[src/rtl/multicycle_ctrl.sv]
// Multicycle control FSM for the LEGv8 subset (ADD, SUB, AND, ORR, LDUR, STUR, CBZ).
// Steers the datapath per phase and handshakes with data memory, with a timeout abort.
module multicycle_ctrl #(
  parameter int TIMEOUT = 16,
  parameter int CNT_W   = 32
) (
  input  logic             clk,
  input  logic             reset,
  input  logic [10:0]      opcode,
  input  logic             zero,
  input  logic             dmem_ready,
  output logic             ir_en,
  output logic             pc_en,
  output logic             pc_src,
  output logic             reg2loc,
  output logic             alu_src,
  output logic [1:0]       alu_op,
  output logic             reg_write,
  output logic             mem_to_reg,
  output logic             dmem_req,
  output logic             dmem_we,
  output logic             illegal,
  output logic             mem_err,
  output logic [CNT_W-1:0] retired,
  output logic [3:0]       state_dbg
);

  localparam int TW = (TIMEOUT > 1) ? $clog2(TIMEOUT) : 1;

  typedef enum logic [3:0] {
    S_FETCH  = 4'd0,
    S_DECODE = 4'd1,
    S_EXEC_R = 4'd2,
    S_WB_R   = 4'd3,
    S_ADDR   = 4'd4,
    S_MEM_RD = 4'd5,
    S_WB_LD  = 4'd6,
    S_MEM_WR = 4'd7,
    S_BRANCH = 4'd8,
    S_ABORT  = 4'd9
  } state_t;

  state_t           r_state;
  state_t           w_next;
  logic [TW-1:0]    r_tmo;
  logic [TW-1:0]    w_tmo_next;
  logic             r_store;
  logic             w_store_next;
  logic [CNT_W-1:0] r_retired;

  logic       w_ir_en;
  logic       w_pc_en;
  logic       w_pc_src;
  logic       w_reg2loc;
  logic       w_alu_src;
  logic [1:0] w_alu_op;
  logic       w_reg_write;
  logic       w_mem_to_reg;
  logic       w_dmem_req;
  logic       w_dmem_we;
  logic       w_illegal;
  logic       w_mem_err;

  // State, timeout counter, load/store flag and retired counter
  always_ff @(posedge clk or posedge reset) begin
    if (reset) begin
      r_state   <= S_FETCH;
      r_tmo     <= '0;
      r_store   <= 1'b0;
      r_retired <= '0;
    end else begin
      r_state <= w_next;
      r_tmo   <= w_tmo_next;
      r_store <= w_store_next;
      if (w_pc_en) begin
        r_retired <= r_retired + CNT_W'(1);
      end else begin
        r_retired <= r_retired;
      end
    end
  end

  // Next-state and control decode
  always_comb begin
    w_next       = r_state;
    w_tmo_next   = r_tmo;
    w_store_next = r_store;
    w_ir_en      = 1'b0;
    w_pc_en      = 1'b0;
    w_pc_src     = 1'b0;
    w_reg2loc    = 1'b0;
    w_alu_src    = 1'b0;
    w_alu_op     = 2'b00;
    w_reg_write  = 1'b0;
    w_mem_to_reg = 1'b0;
    w_dmem_req   = 1'b0;
    w_dmem_we    = 1'b0;
    w_illegal    = 1'b0;
    w_mem_err    = 1'b0;
    case (r_state)
      S_FETCH: begin
        w_ir_en = 1'b1;
        w_next  = S_DECODE;
      end
      S_DECODE: begin
        casez (opcode)
          11'b10001011000, 11'b11001011000,
          11'b10001010000, 11'b10101010000: w_next = S_EXEC_R;
          11'b11111000010: begin
            w_store_next = 1'b0;
            w_next       = S_ADDR;
          end
          11'b11111000000: begin
            w_store_next = 1'b1;
            w_reg2loc    = 1'b1;
            w_next       = S_ADDR;
          end
          11'b10110100???: begin
            w_reg2loc = 1'b1;
            w_next    = S_BRANCH;
          end
          default: begin
            w_illegal = 1'b1;
            w_next    = S_ABORT;
          end
        endcase
      end
      S_EXEC_R: begin
        w_alu_op = 2'b10;
        w_next   = S_WB_R;
      end
      S_WB_R: begin
        w_reg_write = 1'b1;
        w_pc_en     = 1'b1;
        w_next      = S_FETCH;
      end
      S_ADDR: begin
        w_alu_src  = 1'b1;
        w_reg2loc  = r_store;
        w_tmo_next = '0;
        w_next     = r_store ? S_MEM_WR : S_MEM_RD;
      end
      S_MEM_RD, S_MEM_WR: begin
        w_dmem_req = 1'b1;
        w_dmem_we  = (r_state == S_MEM_WR);
        w_alu_src  = 1'b1;
        if (dmem_ready) begin
          if (r_state == S_MEM_WR) begin
            w_pc_en = 1'b1;
            w_next  = S_FETCH;
          end else begin
            w_next  = S_WB_LD;
          end
        end else if (r_tmo == TW'(TIMEOUT - 1)) begin
          w_mem_err = 1'b1;
          w_next    = S_ABORT;
        end else begin
          w_tmo_next = r_tmo + TW'(1);
        end
      end
      S_WB_LD: begin
        w_reg_write  = 1'b1;
        w_mem_to_reg = 1'b1;
        w_pc_en      = 1'b1;
        w_next       = S_FETCH;
      end
      S_BRANCH: begin
        w_alu_op  = 2'b01;
        w_reg2loc = 1'b1;
        w_pc_en   = 1'b1;
        w_pc_src  = zero;
        w_next    = S_FETCH;
      end
      S_ABORT: begin
        w_pc_en = 1'b1;
        w_next  = S_FETCH;
      end
      default: w_next = S_FETCH;
    endcase
  end

  // Reset forces every control output low combinationally, so a pending request drops at once
  assign ir_en      = w_ir_en      & ~reset;
  assign pc_en      = w_pc_en      & ~reset;
  assign pc_src     = w_pc_src     & ~reset;
  assign reg2loc    = w_reg2loc    & ~reset;
  assign alu_src    = w_alu_src    & ~reset;
  assign alu_op     = w_alu_op     & {2{~reset}};
  assign reg_write  = w_reg_write  & ~reset;
  assign mem_to_reg = w_mem_to_reg & ~reset;
  assign dmem_req   = w_dmem_req   & ~reset;
  assign dmem_we    = w_dmem_we    & ~reset;
  assign illegal    = w_illegal    & ~reset;
  assign mem_err    = w_mem_err    & ~reset;
  assign retired    = r_retired;
  assign state_dbg  = r_state;

endmodule

[config.mk]
export PLATFORM = sky130hd
export DESIGN_NAME = multicycle_ctrl
export DESIGN_NICKNAME = d
export VERILOG_FILES = /design/src/rtl/multicycle_ctrl.sv
export SDC_FILE = /design/constraint.sdc
export NUM_CORES = 1
export LEC_CHECK = 0
export ABC_AREA = 1
export CORE_ASPECT_RATIO = 2
export CORE_MARGIN = 2
export CORE_UTILIZATION = 50
export DETAILED_ROUTE_END_ITERATION = 10
export GPL_ROUTABILITY_DRIVEN = 0
export PLACE_DENSITY_LB_ADDON = 0.2
export SLEW_MARGIN = 20
export SYNTH_ARGS = -nofsm -noshare
export SYNTH_HDL_FRONTEND = slang
export SYNTH_SLANG_ARGS = --single-unit
[constraint.sdc]
create_clock -name clk -period 4.09 [get_ports clk]
set_clock_uncertainty 0.05 [all_clocks]
set_input_delay 0.818 -clock clk [delete_from_list [all_inputs] [get_ports clk]]
set_output_delay 0.818 -clock clk [all_outputs]
set_load 0.05 [all_outputs]
==> results.md <==
* Status: finished, final reports clean
* Leak Pwr at 1.711 nW
* # rows at 39
* Top post-synthesis cells by count: nand2_1 (191), nor2_1 (87), inv_1 (50), dfrtp_1 (41), nand3_1 (37)
* Critical-path top delay cell: clkdlybuf4s50_1
* Fmax at 268.5 MHz
* Worst Max-Slew Pin Slew at 0.5239 ns
* CP endpoint kind: output port
* Seq/Total Area, Yosys at 35.56%
* Crit-path max FO at 3
* WS Path Type: input port to output port
* Fin crit share at 91.05%
* Yosys warnings at 0
* Port bufs at 63
* Clk pin slew, worst setup/hold paths at 0.05 ns
* Worst skew pair latency at 0.29 ns
* Clock sinks at 41
* Final Critical Period at 3.724 ns
* Post-synth top area cell: dfrtp_1
* Asr flop ratio synth at 100.0%
* Top_reg_cell synth: dfrtp_1
* Fill cells at 548
* Final Cell Area at 0.003697 mm²
* Pin count of the biggest net entering global routing at 42
* Final setup margin at 0.3660 ns
* RSZ-0062 raised after global routing: false
* PwrDens at 417.2 mW/mm²
* Flop and latch count out of synthesis at 41
* Setup WS pre-CTS at 0.3619 ns
* Unique masters post-synth at 25
* Via count at 3153
* DR WL/cell at 13.29 µm
* Dominant cells by area after synthesis: dfrtp_1 (36%), nand2_1 (25%), nor2_1 (11%)
* Path type of the worst min-delay path: flop to flop
* Total wire length at 7894 µm
* Root buf cell: clkbuf_16
* Setup TNS at 0 ns
* Critical path's largest stage delay at 0.81 ns
* Antenna viol nets, final at 0
* Synth Net Count at 484
* Die ar. at 0.006431 mm²
* Slew headroom at 64.96%
* Max H-tree Level at 2
* Wire length on met3 at 367 µm
* Area delta synth->final at 28.14%
* First-pass GRT wire length at 13220 µm
* Number of synthesized flops with an enable pin at 0
* Worst EP required at 3.22 ns
* # Max-Cap Violations at 0
* Syn_area_per_cell at 6.178 µm²
* Wl on met1 at 2706 µm
* Total power after layout at 1.543 mW
* Final Hold Vio Count at 0
* CTS tree: built
* Initial core utilization at 50.97%
* Crit start category: input port
* Area share of the largest cell type after synthesis at 35.56%
* GRT Resource Usage Total at 26.24%
* IO Pins at 64
* Clk buf depth at 2
* Post-CTS Setup Inserts at 0
* Post-CTS sizing at 0
* Post-DP HPWL at 6168 µm
* Drt initial violations at 105
* Crit path arrival time at 2.86 ns
* Layout cell share with drive strength beyond 1 at 3.565%
* Pre-antenna DRT Iters at 5
* Mapped cell area at 0.002885 mm²
* Max rail drop VDD at 0.0004993 V
* Residual DRC at 0
* Count leader, synth: nand2_1
* Highest Signal Layer: met4
* Initial antenna violation count at 0
* Hold-fix buffers, CTS at 0
* Cells after Synth at 467
* Placed cell area at 0.003555 mm²
* DR vias/cell at 5.308
* Cts bufs inserted at 5
* Final setup viols at 0
* Ordered list of cells on the worst path: clkdlybuf4s50_1 > inv_1 > nor3_1 > nand2_1 > nor3_1 > nor2_1 > nor2_1 > clkdlybuf4s50_1
* Final Max Slew Viols at 0
* Crit path buffers/inverters at 3
* Die X at 57.72 µm
* Antenna fix cells at 0
* Crit path max-delay family: buffers and inverters
* Total gr overflow at 0
* Die Ht at 111.4 µm
* Met2 WL at 4251 µm
* Core Box Area at 0.005660 mm²
* Vias in the first global route at 3071
* Total Nets Final at 550
[layout make-up]
cell class / count / area [µm²] / share of cell area [%]
clock buffers: 7 / 142.6 / 3.858
multi-input cells: 368 / 1612 / 43.59
inverters: 52 / 195.2 / 5.279
repair buffers: 65 / 645.6 / 17.46
flip-flops and latches: 41 / 1026 / 27.75
well taps: 61 / 76.32 / 2.064
[cell families after synthesis]
group	count (synthesis)	synth area share, %
AOI/OAI and AO/OA	16	3.035
xor gates and xnor gates	13	3.946
adders and majority gates	2	0.8672
buffers and inverters	58	8.586
DFF	41	35.56
and+or+nand+nor	337	48.01
[where the power goes]
group          total [mW]  switching (mW)  internal (mW)
Combinational       0.636           0.446          0.189
Clock               0.388           0.148          0.239
Sequential          0.519          0.0702          0.449
Total                1.54           0.665          0.878
[registers in the layout, summed over array words and instances, names as in the netlist]
name       cells
r_store        1
r_tmo          4
retired       32
state_dbg      4
[cells in the final DEF (no fill, tap or decap), types with 3 or more instances in the layout]
cell             count
a21oi_1              4
clkbuf_16            5
clkdlybuf4s50_1     63
dfrtp_1             41
inv_1               50
nand2_1            191
nand2_2              3
nand3_1             37
nor2_1              87
nor2_2               3
nor3_1               6
o21ai_1              7
xor2_1              13
[worst paths after layout]
check	startpoint	endpoint	cells past startpoint	slack, ns
setup / recovery	opcode[6]	reg2loc	8	0.37
hold / removal	r_tmo[0]	r_tmo[0]	1	0.47
setup reg to reg	retired[0]	retired[18]	7	2.29
hold reg to reg	r_tmo[0]	r_tmo[0]	1	0.47
max in group asynchronous	reset	retired[1]	3	2.37
min in group asynchronous	reset	r_tmo[3]	3	1.24
[per-stage QoR]
| step | util (%) | hold slack (ns) | cells |
|---|---|---|---|
| floorplan | - | 0.4211 | 467 |
| global placement | 62.80 | 0.4454 | 587 |
| detailed placement | 62.80 | 0.4544 | 587 |
| CTS | 65.32 | 0.4624 | 594 |
| global route | 65.32 | 0.5054 | 594 |
| finish | 65.32 | 0.4682 | 594 |
[routing by layer]
layer,vias to the layer above,track usage (%)
li1,1565,-
met1,1428,24.72
met2,117,47.35
met3,43,4.297
met4,0,20.31
met5,-,0
No activity file was read; power rests on OpenSTA's default activity.
